### src/rtl/clock_mode_ctrl_if.sv
// Pushbutton inputs and control outputs of the clock/stopwatch UI sequencer.
// master = top-level/bench side, slave = clock_mode_ctrl.
interface clock_mode_ctrl_if;
    logic       Btn_Mode;
    logic       Btn_Up;
    logic       Btn_Down;
    logic       Control;
    logic       LoadTime;
    logic       LoadAlm;
    logic       AlarmEnable;
    logic [3:0] SetHours;
    logic [5:0] SetMins;
    logic [5:0] SetSecs;
    logic       Set_AM_PM;
    logic [3:0] AlarmHoursIn;
    logic [5:0] AlarmMinsIn;
    logic       Alarm_AM_PM_In;
    logic       Start_S;
    logic       Stop_S;
    logic       Reset_S;
    logic [3:0] Mode_State;

    modport master (
        output Btn_Mode, Btn_Up, Btn_Down,
        input  Control, LoadTime, LoadAlm, AlarmEnable,
        input  SetHours, SetMins, SetSecs, Set_AM_PM,
        input  AlarmHoursIn, AlarmMinsIn, Alarm_AM_PM_In,
        input  Start_S, Stop_S, Reset_S, Mode_State
    );

    modport slave (
        input  Btn_Mode, Btn_Up, Btn_Down,
        output Control, LoadTime, LoadAlm, AlarmEnable,
        output SetHours, SetMins, SetSecs, Set_AM_PM,
        output AlarmHoursIn, AlarmMinsIn, Alarm_AM_PM_In,
        output Start_S, Stop_S, Reset_S, Mode_State
    );
endinterface

### src/rtl/clock_mode_ctrl.sv
// Button-driven mode sequencer: debounces Mode/Up/Down and edits time, alarm
// and stopwatch controls for the digital clock top level.
module clock_mode_ctrl #(
    parameter int DEB_CYCLES = 50,
    parameter int CNT_W      = 6
) (
    input  logic              Clock_5K,
    input  logic              Reset,
    clock_mode_ctrl_if.slave  ui
);
    typedef enum logic [3:0] {
        CLOCK     = 4'd0,
        T_HOUR    = 4'd1,
        T_MIN     = 4'd2,
        T_SEC     = 4'd3,
        T_AMPM    = 4'd4,
        A_HOUR    = 4'd5,
        A_MIN     = 4'd6,
        A_AMPM    = 4'd7,
        STOPWATCH = 4'd8
    } mode_t;

    // bit 0 = Mode, bit 1 = Up, bit 2 = Down
    logic [2:0]       btn_raw, sync1, sync2, deb, deb_d, press;
    logic [CNT_W-1:0] deb_cnt [3];

    assign btn_raw = {ui.Btn_Down, ui.Btn_Up, ui.Btn_Mode};

    always_ff @(posedge Clock_5K) begin
        if (!Reset) begin
            sync1 <= '0;
            sync2 <= '0;
            deb   <= '0;
            deb_d <= '0;
            for (int unsigned i = 0; i < 3; i++) deb_cnt[i] <= '0;
        end else begin
            sync1 <= btn_raw;
            sync2 <= sync1;
            deb_d <= deb;
            // flip only after DEB_CYCLES+1 consecutive disagreeing samples
            for (int unsigned i = 0; i < 3; i++) begin
                if (sync2[i] == deb[i]) begin
                    deb_cnt[i] <= '0;
                end else if (deb_cnt[i] == CNT_W'(DEB_CYCLES)) begin
                    deb[i]     <= ~deb[i];
                    deb_cnt[i] <= '0;
                end else begin
                    deb_cnt[i] <= deb_cnt[i] + 1'b1;
                end
            end
        end
    end

    assign press = deb & ~deb_d;

    logic mode_ev, up_ev, dn_ev;
    assign mode_ev = press[0];
    assign up_ev   = press[1] & ~press[2];
    assign dn_ev   = press[2] & ~press[1];

    function automatic logic [3:0] hour_step(input logic [3:0] h, input logic up);
        if (up) return (h == 4'd12) ? 4'd1 : h + 4'd1;
        return (h == 4'd1) ? 4'd12 : h - 4'd1;
    endfunction

    function automatic logic [5:0] sixty_step(input logic [5:0] v, input logic up);
        if (up) return (v == 6'd59) ? 6'd0 : v + 6'd1;
        return (v == 6'd0) ? 6'd59 : v - 6'd1;
    endfunction

    mode_t      state, nxt_mode;
    logic       control, load_time, load_alm, alarm_en, running;
    logic [3:0] set_hours, alm_hours;
    logic [5:0] set_mins, set_secs, alm_mins;
    logic       set_ampm, alm_ampm;
    logic       start_s, stop_s, reset_s;

    always_comb begin
        nxt_mode = (state == STOPWATCH) ? CLOCK : mode_t'(4'(state) + 4'd1);
    end

    always_ff @(posedge Clock_5K) begin
        if (!Reset) begin
            state     <= CLOCK;
            control   <= 1'b1;
            load_time <= 1'b0;
            load_alm  <= 1'b0;
            alarm_en  <= 1'b0;
            set_hours <= 4'd12;
            set_mins  <= '0;
            set_secs  <= '0;
            set_ampm  <= 1'b0;
            alm_hours <= 4'd12;
            alm_mins  <= '0;
            alm_ampm  <= 1'b0;
            running   <= 1'b0;
            start_s   <= 1'b0;
            stop_s    <= 1'b0;
            reset_s   <= 1'b0;
        end else begin
            start_s <= 1'b0;
            stop_s  <= 1'b0;
            reset_s <= 1'b0;
            if (mode_ev) begin
                state     <= nxt_mode;
                control   <= (nxt_mode != STOPWATCH);
                load_time <= (nxt_mode inside {T_HOUR, T_MIN, T_SEC, T_AMPM});
                load_alm  <= (nxt_mode inside {A_HOUR, A_MIN, A_AMPM});
                // a running stopwatch is stopped on the way out
                if (state == STOPWATCH && running) begin
                    stop_s  <= 1'b1;
                    running <= 1'b0;
                end
            end else if (up_ev || dn_ev) begin
                case (state)
                    CLOCK:  if (up_ev) alarm_en <= ~alarm_en;
                    T_HOUR: set_hours <= hour_step(set_hours, up_ev);
                    T_MIN:  set_mins  <= sixty_step(set_mins, up_ev);
                    T_SEC:  set_secs  <= sixty_step(set_secs, up_ev);
                    T_AMPM: set_ampm  <= ~set_ampm;
                    A_HOUR: alm_hours <= hour_step(alm_hours, up_ev);
                    A_MIN:  alm_mins  <= sixty_step(alm_mins, up_ev);
                    A_AMPM: alm_ampm  <= ~alm_ampm;
                    STOPWATCH: begin
                        if (up_ev) begin
                            start_s <= ~running;
                            stop_s  <= running;
                            running <= ~running;
                        end else if (!running) begin
                            reset_s <= 1'b1;
                        end
                    end
                    default: ;
                endcase
            end
        end
    end

    assign ui.Control        = control;
    assign ui.LoadTime       = load_time;
    assign ui.LoadAlm        = load_alm;
    assign ui.AlarmEnable    = alarm_en;
    assign ui.SetHours       = set_hours;
    assign ui.SetMins        = set_mins;
    assign ui.SetSecs        = set_secs;
    assign ui.Set_AM_PM      = set_ampm;
    assign ui.AlarmHoursIn   = alm_hours;
    assign ui.AlarmMinsIn    = alm_mins;
    assign ui.Alarm_AM_PM_In = alm_ampm;
    assign ui.Start_S        = start_s;
    assign ui.Stop_S         = stop_s;
    assign ui.Reset_S        = reset_s;
    assign ui.Mode_State     = state;
endmodule

### src/flat_wrapper.sv
// flat-port wrapper written by rule: the top's interface ports become plain ports
module clock_mode_ctrl_flat 
#(
    parameter int DEB_CYCLES = 50,
    parameter int CNT_W      = 6
)
  (Clock_5K, Reset, ui_Btn_Mode, ui_Btn_Up, ui_Btn_Down, ui_Control, ui_LoadTime, ui_LoadAlm, ui_AlarmEnable, ui_SetHours, ui_SetMins, ui_SetSecs, ui_Set_AM_PM, ui_AlarmHoursIn, ui_AlarmMinsIn, ui_Alarm_AM_PM_In, ui_Start_S, ui_Stop_S, ui_Reset_S, ui_Mode_State);
  clock_mode_ctrl_if ui_i ();
  input  logic Clock_5K;
  input  logic Reset;
  input wire logic [$bits(ui_i.Btn_Mode)-1:0] ui_Btn_Mode;
  input wire logic [$bits(ui_i.Btn_Up)-1:0] ui_Btn_Up;
  input wire logic [$bits(ui_i.Btn_Down)-1:0] ui_Btn_Down;
  output wire logic [$bits(ui_i.Control)-1:0] ui_Control;
  output wire logic [$bits(ui_i.LoadTime)-1:0] ui_LoadTime;
  output wire logic [$bits(ui_i.LoadAlm)-1:0] ui_LoadAlm;
  output wire logic [$bits(ui_i.AlarmEnable)-1:0] ui_AlarmEnable;
  output wire logic [$bits(ui_i.SetHours)-1:0] ui_SetHours;
  output wire logic [$bits(ui_i.SetMins)-1:0] ui_SetMins;
  output wire logic [$bits(ui_i.SetSecs)-1:0] ui_SetSecs;
  output wire logic [$bits(ui_i.Set_AM_PM)-1:0] ui_Set_AM_PM;
  output wire logic [$bits(ui_i.AlarmHoursIn)-1:0] ui_AlarmHoursIn;
  output wire logic [$bits(ui_i.AlarmMinsIn)-1:0] ui_AlarmMinsIn;
  output wire logic [$bits(ui_i.Alarm_AM_PM_In)-1:0] ui_Alarm_AM_PM_In;
  output wire logic [$bits(ui_i.Start_S)-1:0] ui_Start_S;
  output wire logic [$bits(ui_i.Stop_S)-1:0] ui_Stop_S;
  output wire logic [$bits(ui_i.Reset_S)-1:0] ui_Reset_S;
  output wire logic [$bits(ui_i.Mode_State)-1:0] ui_Mode_State;
  assign ui_i.Btn_Mode = ui_Btn_Mode;
  assign ui_i.Btn_Up = ui_Btn_Up;
  assign ui_i.Btn_Down = ui_Btn_Down;
  assign ui_Control = ui_i.Control;
  assign ui_LoadTime = ui_i.LoadTime;
  assign ui_LoadAlm = ui_i.LoadAlm;
  assign ui_AlarmEnable = ui_i.AlarmEnable;
  assign ui_SetHours = ui_i.SetHours;
  assign ui_SetMins = ui_i.SetMins;
  assign ui_SetSecs = ui_i.SetSecs;
  assign ui_Set_AM_PM = ui_i.Set_AM_PM;
  assign ui_AlarmHoursIn = ui_i.AlarmHoursIn;
  assign ui_AlarmMinsIn = ui_i.AlarmMinsIn;
  assign ui_Alarm_AM_PM_In = ui_i.Alarm_AM_PM_In;
  assign ui_Start_S = ui_i.Start_S;
  assign ui_Stop_S = ui_i.Stop_S;
  assign ui_Reset_S = ui_i.Reset_S;
  assign ui_Mode_State = ui_i.Mode_State;
  clock_mode_ctrl #(.DEB_CYCLES(DEB_CYCLES), .CNT_W(CNT_W)) u_core (.Clock_5K(Clock_5K), .Reset(Reset), .ui(ui_i));
endmodule
### config.mk
export PLATFORM = sky130hd
export DESIGN_NAME = clock_mode_ctrl_flat
export DESIGN_NICKNAME = d
export VERILOG_FILES = /design/src/rtl/clock_mode_ctrl_if.sv /design/src/rtl/clock_mode_ctrl.sv /design/src/flat_wrapper.sv
export SDC_FILE = /design/constraint.sdc
export NUM_CORES = 1
export LEC_CHECK = 0
export ABC_CLOCK_PERIOD_IN_PS = 4100
export BUFFER_PORTS_ARGS = -buffer_cell sky130_fd_sc_hd__buf_2
export CORE_MARGIN = 2
export CORE_UTILIZATION = 35
export CTS_CLUSTER_SIZE = 14
export DETAILED_ROUTE_END_ITERATION = 8
export HOLD_SLACK_MARGIN = 0.06
export SKIP_LAST_GASP = 1
export SYNTH_ARGS = -nofsm -noshare
export SYNTH_HDL_FRONTEND = slang
export SYNTH_SLANG_ARGS = --single-unit
### constraint.sdc
create_clock -name Clock_5K -period 4.1 [get_ports Clock_5K]
set_input_delay 0.205 -clock Clock_5K [delete_from_list [all_inputs] [get_ports Clock_5K]]
set_output_delay 0.205 -clock Clock_5K [all_outputs]
set_load 0.01 [all_outputs]
==> impl_results.md, run 1 <==
* Status: complete, no violations
* Max cap viols at 0
* Post-synth top flop: dfxtp_1
* Post-synth EDFFs at 18
* Hold Fails Final Rpt at 0
* Post-Syn Instances at 492
* Number of global-route vias before repair at 3395
* Synth cell types at 76
* Largest net degree at the start of global routing at 49
* Proportion of netlist area held by the largest area contributor at 0.2417
* GRT Util Overall at 0.1514
* CTS tree: built
* Vias at 3687
* Clock sink total at 70
* Syn-to-layout area delta at 14.00%
* Core Area at 12010 sq um
* Post-route setup slack at 1.723 ns
* Setup Fix Bufs, Post-CTS at 0
* Placer Congestion at 0.8311
* Leak pwr at 1.972 nW
* Clock Latency Late Sink at 0.34 ns
* Syn avg cell area at 8.753 sq um
* Post-route clock period utilization at 0.5797
* CP required at 4.36 ns
* Endpoints failing setup at 0
* Async S/R FF share, synth at 0
* Slew Limit Fails at 0
* Final ANT Viol Nets at 0
* Critical path startpoint category: register
* GRT Residual Overflow at 0
* Maximum vdd ir drop at 0.1462 mV
* Total Nets Final at 569
* Post_cts resized at 0
* Initial antenna violation count at 0
* RSZ-0062 raised after global routing: false
* Hold WS at 0.07801 ns
* Routed len/inst at 13.98 um
* Dpl cells at 671
* CTS Buf Count at 9
* Drt initial violations at 268
* Die height at 114.9 um
* #FFs+latches synth at 70
* Peak Freq at 0.4208 GHz
* CTS H-tree depth at 3
* Setup WS pre-CTS at 1.732 ns
* Drt pass-1 iters at 4
* Antenna Cells at 0
* DIE AREA at 13210 sq um
* Clock slew at reported path FFs at 0.06 ns
* Critical path type: register to register
* Dominant cells by area after synthesis: dfxtp_1 24%, edfxtp_1 13%, ha_1 8.4%
* Skew final at 0.008256 ns
* Total power at 1.567 mW
* IO buf count at 43
* Die X at 114.9 um
* Vias per cell at 5.367
* Worst rel slew slack at 0.5844
* DRC errors left at 0
* Critical path peak fanout at 48
* TNS Setup at 0 ns
* Drt total wl at 9601 um
* Yosys warns at 0
* Final non-filler cell total at 687
* Starting Density at 0.3585
* Hold buffer count at cts at 0
* CP endpoint kind: register
* Leading area contributor after synthesis: dfxtp_1
* Most frequent cells in the layout: 56 x nor2_1, 52 x dfxtp_1, 43 x buf_2
* FP Rows at 40
* Mapped Area at 4307 sq um
* Period minus WS final at 2.377 ns
* Clk buf depth at 2
* Register area share after synthesis at 0.3672
* I/O pin count at 44
* Worst Hold Class: input pin to register
* Share of cells above drive strength 1 at 0.1556
* Post-DP HPWL at 6664 um
* Critical path arrival at 2.64 ns
* First-pass GRT wire length at 16140 um
* Clk root buf: clkbuf_16
* Slew @ Worst Pin at 0.6226 ns
* Pwr Density at 319.2 nW/um^2
* Most common cell after layout, fill and taps aside: nor2_1
==> Yosys cell counts (6+ instances only) <==
cell / instances
nand2_1: 39
edfxtp_1: 18
a31oi_1: 10
nor2_1: 56
nand3_1: 22
nor3_1: 7
dfxtp_1: 52
buf_2: 12
and2_1: 11
inv_1: 20
o211ai_1: 6
xor2_1: 13
o21ai_0: 25
ha_1: 29
mux2i_1: 6
clkbuf_1: 8
nand4_1: 8
xnor2_1: 14
buf_6: 6
nor2b_1: 6
a21oi_1: 36
==> report_power, final <==
| part | internal (mW) | switching (mW) |
|---|---|---|
| logic | 0.0128 | 0.0218 |
| registers | 0.719 | 0.00883 |
| clock network | 0.480 | 0.325 |
==> per-stage QoR <==
stage	instance area, sq um	utilization
2_1_floorplan	4370	-
3_3_place_gp	4606	0.3834
3_5_place_dp	4606	0.3834
4_1_cts	4910	0.4088
5_1_grt	4910	0.4088
6_report	4910	0.4088
==> layout make-up <==
cell class              instances  area, sq um
clock inverters                 7        78.83
flip-flops and latches         70         1582
clock buffers                   9        225.2
fillers                      1233         7102
well taps                     147        183.9
repair buffers                 45        230.2
multi-input cells             385         2517
inverters                      24        92.59
==> worst max-delay path, stage by stage, from the launching register on <==
cell     delay, ns
dfxtp_1       0.38
nor2b_1       0.21
ha_1          0.18
buf_4         0.44
inv_2         0.30
or4_1         0.46
a21oi_1       0.13
nor3_1        0.05
a21oi_1       0.14
==> layer usage <==
layer,global-route usage,up-vias,part of all wire
li1,-,1830,-
met1,0.1954,1764,0.47
met2,0.2486,82,0.47
met3,0.03057,11,0.038
met4,0.06104,0,0.013
met5,0,-,0
==> registers in the layout (all words and copies together) (netlist names), 3 cells and up <==
name,count
u_core.sync2,3
u_core.ui.AlarmHoursIn,4
u_core.ui.SetHours,4
u_core.deb_cnt,18
u_core.deb_d,3
u_core.ui.Mode_State,4
u_core.ui.SetSecs,6
u_core.ui.SetMins,6
u_core.deb,3
u_core.sync1,3
u_core.ui.AlarmMinsIn,6
==> cells by family (layout without fill, tap and decap cells) <==
logic type	Yosys count	count (layout)	share of synthesized area
flops	70	70	0.3672
xor+xnor	27	27	0.05491
other cells	1	18	0.0008708
compound gates	119	119	0.1830
simple gates	185	185	0.2275
buf+inv	54	85	0.06304
fa+ha+maj	29	29	0.08425
mux	7	7	0.01918
==> path summary, 6_finish.rpt <==
check / startpoint / end / slack, ns / cells after the start
setup reg to reg: u_core.deb[1] / u_core.ui.SetSecs[3] / 1.72 / 8
hold / removal: ui_Btn_Mode / u_core.sync1[0] / 0.08 / 2
hold reg to reg: u_core.ui.LoadAlm / u_core.ui.LoadAlm / 0.46 / 2
setup / recovery: u_core.deb[1] / u_core.ui.SetSecs[3] / 1.72 / 8
(Power assumes the default switching activity.)
==> inputs of run 2 (changes only) <==
--- a/config.mk
+++ b/config.mk
@@ -5,7 +5,7 @@
 export SDC_FILE = /design/constraint.sdc
 export NUM_CORES = 1
 export LEC_CHECK = 0
-export ABC_CLOCK_PERIOD_IN_PS = 4100
+export ABC_CLOCK_PERIOD_IN_PS = 2260
 export BUFFER_PORTS_ARGS = -buffer_cell sky130_fd_sc_hd__buf_2
 export CORE_MARGIN = 2
 export CORE_UTILIZATION = 35
==> constraint.sdc (replaced) <==
create_clock -name Clock_5K -period 2.26 [get_ports Clock_5K]
set_input_delay 0.113 -clock Clock_5K [delete_from_list [all_inputs] [get_ports Clock_5K]]
set_output_delay 0.113 -clock Clock_5K [all_outputs]
set_load 0.01 [all_outputs]
==> impl_results.md, run 2 (synthesized netlist as in run 1, its figures left out) <==
* Maximum vdd ir drop at 0.2857 mV
* Post-route clock period utilization at 0.9169
* Reg2reg start: u_core.deb[1]
* CTS H-tree depth at 3
* Critical Path End: u_core.ui.AlarmMinsIn[2]
* RSZ-0062 raised after global routing: false
* Register with the most flip-flops: u_core.deb_cnt
* GRT Util Overall at 0.1535
* Syn-to-layout area delta at 15.66%
* Post_cts resized at 0
* CP Launch Point: u_core.deb[1]
* Vias at 3701
* I/O pin count at 44
* Clock slew at reported path FFs at 0.06 ns
* Setup Fix Bufs, Post-CTS at 0
* Register-to-Register Path Depth at 5
* Antenna Cells at 0
* IO buf count at 43
* Skew final at 0.007087 ns
* Peak Freq at 0.4826 GHz
* CTS Buf Count at 9
* Drt pass-1 iters at 6
* Final Instance Area at 4981 sq um
* Met1 Routed Length at 4699 um
* Critical path type: register to register
* Pwr Density at 586.6 nW/um^2
* Worst Hold Class: input pin to register
* Vias per cell at 5.341
* GRT Residual Overflow at 0
* Clk buf depth at 2
* Leak pwr at 2.004 nW
* Hold WS at 0.1463 ns
* Total power at 2.922 mW
* Share of cells above drive strength 1 at 0.1575
* Largest register FFs at 18
* Initial antenna violation count at 0
* Fill count at 1199
* Post-DP HPWL at 6749 um
* Slew Limit Fails at 0
* Drt initial violations at 197
* Clock sink total at 70
* Core Area at 12010 sq um
* Period minus WS final at 2.072 ns
* Die X at 114.9 um
* Number of global-route vias before repair at 3443
* Max cap viols at 0
* Critical path peak fanout at 8
* Die height at 114.9 um
* Final core occ at 0.4147
* Endpoints failing setup at 0
* FP Rows at 40
* Status: complete, no violations
* First-pass GRT wire length at 16480 um
* Starting Density at 0.3585
* Clk root buf: clkbuf_16
* Drt total wl at 9778 um
* Highest Signal Layer: met4
* DIE AREA at 13210 sq um
* Slew @ Worst Pin at 0.6125 ns
* Largest net degree at the start of global routing at 28
* Critical path startpoint category: register
* Reg-to-reg endpoint: u_core.ui.AlarmMinsIn[2]
* Total Nets Final at 575
* Placer Congestion at 0.8284
* CTS tree: built
* Routed len/inst at 14.11 um
* Final ANT Viol Nets at 0
* WL met2 at 4498 um
* TNS Setup at 0 ns
* CP endpoint kind: register
* Critical path arrival at 2.29 ns
* Most frequent cells in the layout: 56 x nor2_1, 52 x dfxtp_1, 43 x buf_2
* Reg2Reg Setup Slack at 0.19 ns
* Worst rel slew slack at 0.5911
* CP required at 2.48 ns
* Hold Fails Final Rpt at 0
* Clock Latency Late Sink at 0.34 ns
* Hold buffer count at cts at 3
* Placed inst area at 4628 sq um
* Most common cell after layout, fill and taps aside: nor2_1
* DRC errors left at 0
* DR WL met3 at 466 um
run 2: how the worst min path moves through the flow:
stage / start / end / slack [ns] / cells after the start
floorplan: ui_Btn_Mode / u_core.sync1[0] / 0.24 / 1
global placement: ui_Btn_Up / u_core.sync1[1] / 0.33 / 2
detailed placement: ui_Btn_Mode / u_core.sync1[0] / 0.33 / 2
CTS: Reset / u_core.ui.Control / 0.15 / 2
global route: Reset / u_core.ui.Control / 0.18 / 2
finish: Reset / u_core.ui.Control / 0.15 / 2
run 2: routing by layer:
layer	track usage	up-vias
met1	0.2040	1755
met2	0.2455	98
met4	0.05301	0
li1	-	1833
met5	0	-
met3	0.03585	15
run 2: cell type report:
class                      instances  area, sq um  area share
clock buffer                      10        229.0     0.04597
clock inverter                     6        93.84     0.01884
inverter                          24        92.59     0.01859
multi-input combinational        385         2517      0.5054
sequential                        70         1582      0.3175
tap                              147        183.9     0.03693
timing repair buffer              51        282.8     0.05677
run 2: critical path: stages (launching register included):
cell      delay (ns)
dfxtp_1         0.37
nor2b_1         0.21
ha_1            0.35
nand3b_1        0.24
or2_0           0.40
o311a_1         0.39
run 2: per-stage QoR:
step           cells  setup slack [ns]
6_report         693            0.1877
5_1_grt          693           0.05775
4_1_cts          693            0.1830
3_5_place_dp     674            0.2092
3_3_place_gp     674            0.2805
2_1_floorplan    509            0.4179
run 2: power by group:
group	leakage, nW	total [mW]	internal (mW)	switching [mW]
sequential	0.606	1.32	1.30	0.0159
clock	0.154	1.54	0.976	0.559
combinational	1.24	0.0665	0.0266	0.0399
